### src/rtl/pushbutton_pkg.sv
// Shared definitions for the push-button debounce and capture block:
// register addresses, counter width and a popcount helper.
package pushbutton_pkg;

  typedef enum logic [1:0] {
    REG_STATE   = 2'd0,
    REG_CAPTURE = 2'd1,
    REG_MASK    = 2'd2,
    REG_COUNT   = 2'd3
  } reg_addr_e;

  localparam int PRESS_COUNT_W = 16;

  function automatic logic [5:0] popcount32(input logic [31:0] v);
    logic [5:0] n;
    n = '0;
    for (int i = 0; i < 32; i++) begin
      n = n + 6'(v[i]);
    end
    return n;
  endfunction

endpackage

### src/rtl/pushbutton_debounce_capture_bit.sv
// Single-button conditioner: synchronizer, polarity normalization,
// stability counter and debounced level with a rising-edge press pulse.
module btn_debounce_bit
  import pushbutton_pkg::*;
#(
  parameter int DEBOUNCE_CYCLES = 500000,
  parameter bit ACTIVE_LOW      = 1'b1
) (
  input  logic clk,
  input  logic reset_n,
  input  logic btn_raw_i,
  output logic stable_o,
  output logic press_o
);

  localparam int                CNT_W    = $clog2(DEBOUNCE_CYCLES);
  localparam logic [CNT_W-1:0]  CNT_LAST = CNT_W'(DEBOUNCE_CYCLES - 1);

  logic             meta_q;
  logic             sync_q;
  logic             stable_q, stable_d;
  logic [CNT_W-1:0] cnt_q, cnt_d;

  // Normalizing before the first flop makes the reset value mean "released",
  // so a button held through reset still needs the full sync + debounce time.
  always_ff @(posedge clk or negedge reset_n) begin
    if (!reset_n) begin
      meta_q   <= 1'b0;
      sync_q   <= 1'b0;
      stable_q <= 1'b0;
      cnt_q    <= '0;
    end else begin
      meta_q   <= btn_raw_i ^ ACTIVE_LOW;
      sync_q   <= meta_q;
      stable_q <= stable_d;
      cnt_q    <= cnt_d;
    end
  end

  always_comb begin
    cnt_d    = '0;
    stable_d = stable_q;
    if (sync_q != stable_q) begin
      if (cnt_q == CNT_LAST) begin
        stable_d = sync_q;
      end else begin
        cnt_d = cnt_q + CNT_W'(1);
      end
    end
  end

  assign stable_o = stable_q;
  assign press_o  = stable_d & ~stable_q;

endmodule

### src/rtl/pushbutton_debounce_capture.sv
// Debounced push buttons with press capture, interrupt mask and a
// saturating press counter behind a small Avalon-MM register file.
module pushbutton_debounce_capture
  import pushbutton_pkg::*;
#(
  parameter int NUM_BTNS        = 4,
  parameter int DEBOUNCE_CYCLES = 500000,
  parameter bit ACTIVE_LOW      = 1'b1
) (
  input  logic                clk,
  input  logic                reset_n,
  input  logic [NUM_BTNS-1:0] btn_raw,
  input  logic [1:0]          avs_address,
  input  logic                avs_read,
  input  logic                avs_write,
  input  logic [31:0]         avs_writedata,
  output logic [31:0]         avs_readdata,
  output logic                irq,
  output logic [NUM_BTNS-1:0] btn_state
);

  logic [NUM_BTNS-1:0]      stable;
  logic [NUM_BTNS-1:0]      press;
  logic [NUM_BTNS-1:0]      wr_bits;
  logic [NUM_BTNS-1:0]      capture_q, capture_d;
  logic [NUM_BTNS-1:0]      mask_q, mask_d;
  logic [PRESS_COUNT_W-1:0] count_q, count_d;
  logic [PRESS_COUNT_W-1:0] count_base;
  logic [PRESS_COUNT_W:0]   count_sum;
  logic [31:0]              rdata_q, rdata_d;
  logic                     irq_q;
  logic                     wdata_unused;

  for (genvar i = 0; i < NUM_BTNS; i++) begin : g_btn
    btn_debounce_bit #(
      .DEBOUNCE_CYCLES(DEBOUNCE_CYCLES),
      .ACTIVE_LOW     (ACTIVE_LOW)
    ) u_bit (
      .clk      (clk),
      .reset_n  (reset_n),
      .btn_raw_i(btn_raw[i]),
      .stable_o (stable[i]),
      .press_o  (press[i])
    );
  end

  assign wr_bits      = avs_writedata[NUM_BTNS-1:0];
  assign wdata_unused = ^avs_writedata;

  always_comb begin
    capture_d  = capture_q;
    mask_d     = mask_q;
    rdata_d    = rdata_q;
    count_base = count_q;

    if (avs_write && avs_address == REG_CAPTURE) capture_d = capture_q & ~wr_bits;
    capture_d = capture_d | press;

    if (avs_write && avs_address == REG_MASK) mask_d = wr_bits;

    // Clear is applied first so a press on the clearing edge still counts.
    if (avs_write && avs_address == REG_COUNT) count_base = '0;
    count_sum = {1'b0, count_base} + (PRESS_COUNT_W+1)'(popcount32(32'(press)));
    count_d   = count_sum[PRESS_COUNT_W] ? '1 : count_sum[PRESS_COUNT_W-1:0];

    if (avs_read) begin
      case (avs_address)
        REG_STATE:   rdata_d = 32'(stable);
        REG_CAPTURE: rdata_d = 32'(capture_q);
        REG_MASK:    rdata_d = 32'(mask_q);
        REG_COUNT:   rdata_d = 32'(count_q);
        default:     rdata_d = '0;
      endcase
    end
  end

  always_ff @(posedge clk or negedge reset_n) begin
    if (!reset_n) begin
      capture_q <= '0;
      mask_q    <= '0;
      count_q   <= '0;
      rdata_q   <= '0;
      irq_q     <= 1'b0;
    end else begin
      capture_q <= capture_d;
      mask_q    <= mask_d;
      count_q   <= count_d;
      rdata_q   <= rdata_d;
      irq_q     <= |(capture_q & mask_q);
    end
  end

  assign avs_readdata = rdata_q;
  assign irq          = irq_q;
  assign btn_state    = stable;

endmodule
### config.mk
export PLATFORM = sky130hd
export DESIGN_NAME = pushbutton_debounce_capture
export DESIGN_NICKNAME = d
export VERILOG_FILES = /design/src/rtl/pushbutton_pkg.sv /design/src/rtl/pushbutton_debounce_capture_bit.sv /design/src/rtl/pushbutton_debounce_capture.sv
export SDC_FILE = /design/constraint.sdc
export NUM_CORES = 1
export LEC_CHECK = 0
export BUFFER_PORTS_ARGS = -buffer_cell sky130_fd_sc_hd__buf_2
export CORE_AREA = 2 2 94 141
export DETAILED_ROUTE_END_ITERATION = 8
export DIE_AREA = 0 0 96 143
export PLACE_DENSITY = 0.72
export SETUP_SLACK_MARGIN = 0.4
export SLEW_MARGIN = 20
export SYNTH_ARGS = -nofsm -noshare
export SYNTH_HDL_FRONTEND = slang
export SYNTH_SLANG_ARGS = --single-unit
### constraint.sdc
create_clock -name clk -period 7.1 [get_ports clk]
set_input_delay 0 -clock clk [delete_from_list [all_inputs] [get_ports clk]]
set_output_delay 0 -clock clk [all_outputs]
set_load 0.005 [all_outputs]
==> metrics.md <==
| Metric | Value |
|---|---|
| Worst path bufs/invs | 2 |
| Die height | 143 um |
| H-tree Lvls | 4 |
| Max Cap Violations | 0 |
| Adder-cell share of the synthesized area | 1.917% |
| Clk root buf | clkbuf_16 |
| Final Hold Fails | 0 |
| GRT Total Usage | 20.09% |
| CTS Buf Count | 17 |
| Global route overflow | 0 |
| Most frequent cell after synthesis | dfrtp_1 |
| Top cell by count, worst path | fa_1 |
| Antenna Cells | 0 |
| # setup viols final | 0 |
| Fin. max-slew vios | 0 |
| Wirelength, routed | 12,620 um |
| Largest net degree at the start of global routing | 76 |
| Port bufs | 34 |
| Area Growth Syn to Fin | 14.08% |
| Top cells by area, synth | dfrtp_1, xor2_1, xnor2_1 |
| Crit. End Element | flip-flop |
| Req. time, crit path | between 7000 and 8000 ps |
| First-iteration detailed-routing DRC count | about 260 |
| Critical-path cell list | or4b_1, or4_4, nor2_2, and3_1, fa_1, inv_1, fa_1, inv_1, fa_1, nand3_1, or3_1, o21ai_0 |
| I/O pin cnt | approximately 80 |
| RSZ-0062 raised after global routing | false |
| Clock buffer depth | 2 |
| Critical path's largest stage delay | 570 ps |
| Global-route wire length before repair | 21,590 um |
| Hold-fix buffers, CTS | 10 |
| Peak supply drop | between 0.0001 and 0.00015 V |
| CTS resizes | 0 |
| Mapped Avg Cell Area | 10.18 um2 |
| Post-synth top flop | dfrtp_1 |
| Post-synthesis xor/xnor area fraction | 8.079% |
| Crit path kind | reg -> reg |
| Crit-path slowest cell | or4_4 |
| Cell taking the most area after synthesis | dfrtp_1 |
| Reg2reg setup slack | 2790 ps |
| Final period util | 60.69% |
| Leakage | 0.003090 uW |
| Compound-Gate Fraction of Synth Area | ~8% |
| Post-Synth Simple-Gate Area | ~22% |
| Seq/Total Area, Yosys | between 50% and 60% |
| Yosys reg bits | 129 |
| Row cnt | 50 |
| CP Launch Type | flip-flop |
| Worst-Skew Late Latency | 420 ps |
| CTS tree | done |
| Relative slew slack | between 30 and 40% |
| CP Max Fanout | 13 |
| Pwr/cell area | 232.2 mW/mm2 |
| Largest family of logic cells by synthesized area | simple AND/OR/NAND/NOR gates |
| Run status | complete, no violations |
| Setup Skew | 11.02 ps |
| Antenna Violating Nets Remaining | 0 |
| Fin Setup TNS | 0 ps |
| Initial antenna violation count | 0 |
| Nets | between 700 and 800 |
| Post-synthesis mux area share | under 10% |
| Core footprint | about 0.012 mm2 |
| DR vias/cell | 5.619 |
| Die Area | 0.01373 mm2 |
| Clock transition at path regs | 60 ps |
| Drt drc | 0 |
| Pre-Repair DR Iteration Count | 4 |
| Unique masters post-synth | 57 |
| Via count | roughly 4,700 |
| Hold crit path type | in -> reg |
| Post-Syn Instances | about 630 |
| Initial Utilization | 51.38% |
| Post-CTS Setup Bufs | 0 |
| Gpl congestion | 0.8045 |
| Hold Slack | 110.2 ps |
| Async SR Flop Fraction | 100.0% |
| Sinks on Clock Net | approximately 130 |
| Crit path DAT | between 4000 and 5000 ps |
| Commonest cells post-synth | dfrtp_1, nor2_1, nand2_1 |
| Vias in the first global route | 4,708 |
| Yosys Warn Count | 0 |
| Avg WL per Cell | roughly 15 um |
| Worst-Margin Slew | about 940 ps |
| Layout cells sized above 1 | 13.62% |
| Number of synthesized flops with an enable pin | 0 |
| Dpl hpwl | 8704 um |
| Min Tclk post-route | ~4300 ps |
| Delay-heaviest family, CP | simple AND/OR/NAND/NOR gates |
| Mapped cell area | 0.006396 mm2 |
| Die W | 96 um |
| Achievable Freq | 232.1 MHz |
| Synth top area share | 50.47% |
==> report_power, final <==
group          switching [uW]  leakage, uW  internal, uW
combinational            41.5      0.00104          25.8
clock                     311     0.000283           553
sequential               11.9      0.00176           751
==> layout by cell type (no fill, tap or decap), types with 3 or more instances in the layout <==
master	Yosys	final
or4_1	11	11
nand4_1	20	20
conb_1	1	16
clkbuf_1	13	3
mux4_2	4	4
buf_2	2	33
dfrtp_1	129	129
and4_1	7	7
or2_2	3	3
xor2_1	30	30
dlygate4sd3_1	0	10
and3_1	6	6
clkbuf_8	0	4
o21ai_0	32	32
nand3_1	37	37
nor2_1	61	61
o211ai_1	4	4
a21oi_1	17	17
fa_1	3	3
nand2_1	52	52
inv_1	30	30
or3_1	18	18
xnor2_1	29	29
nor4_1	15	15
ha_1	5	5
o31ai_1	6	6
nor2b_1	4	4
or4b_1	5	5
clkinvlp_4	0	3
clkbuf_16	0	17
nor3_1	12	12
mux2_2	12	12
==> registers in the layout, summed over array words and instances (netlist names) <==
signal,cells
g_btn.u_bit.meta_q,4
count_q,16
g_btn.u_bit.sync_q,4
irq,1
avs_readdata,16
g_btn.u_bit.cnt_q,76
mask_q,4
g_btn.u_bit.stable_o,4
capture_q,4
==> worst paths after layout <==
check                                                     end  cells past startpoint                                from
hold reg to reg               g_btn[0].u_bit.sync_q$_DFF_PN0_                      0     g_btn[0].u_bit.meta_q$_DFF_PN0_
min in group asynchronous   g_btn[2].u_bit.cnt_q[8]$_DFF_PN0_                      2                             reset_n
setup / recovery                         count_q[4]$_DFF_PN0_                     12  g_btn[2].u_bit.cnt_q[14]$_DFF_PN0_
max in group asynchronous  g_btn[2].u_bit.cnt_q[11]$_DFF_PN0_                      3                             reset_n
hold / removal                          mask_q[1]$_DFFE_PN0P_                      3                           avs_write
setup reg to reg                         count_q[4]$_DFF_PN0_                     12  g_btn[2].u_bit.cnt_q[14]$_DFF_PN0_
==> per-layer routing <==
metal  global-route usage (%)  wire length [um]  vias up
met3                    5.383               426       14
li1                         -                 -     2275
met2                    33.66              6516       88
met5                        0                 0        -
met1                    24.95              5483     2337
met4                    6.541               196        0
==> logic make-up after synthesis <==
logic type | Yosys count
fa+ha+maj | 8
flops | 129
buf+inv | 67
compound gates | 78
xor+xnor | 59
mux | 18
other cells | 1
simple gates | 268
==> layout make-up <==
class,count,area (um2)
clock buffer,24,491.7
timing repair buffer,45,280.3
inverter,30,112.6
tap,156,195.2
sequential,129,3228
multi-input combinational,447,2888
clock inverter,8,101.3
fill,1064,5152
==> tightest hold or removal path, delay by kind of cell <==
family | cells | cell delay [ps]
AND/OR/NAND/NOR | 1 | 190
buffers and inverters | 1 | 120
multiplexers | 1 | 180
==> stage by stage <==
| step | setup slack, ps | utilization [%] | cells | instance area, um2 | total power, uW |
|---|---|---|---|---|---|
| floorplan | 3248 | - | 643 | 6452 | 816.0 |
| global placement | 2916 | 53.02 | 797 | 6600 | 837.5 |
| detailed placement | 2833 | 53.02 | 797 | 6600 | 840.0 |
| CTS | 2782 | 58.58 | 839 | 7293 | 1710 |
| global route | 2556 | 58.61 | 839 | 7297 | 1756 |
| finish | 2791 | 58.61 | 839 | 7297 | 1695 |
(Power assumes the default switching activity.)
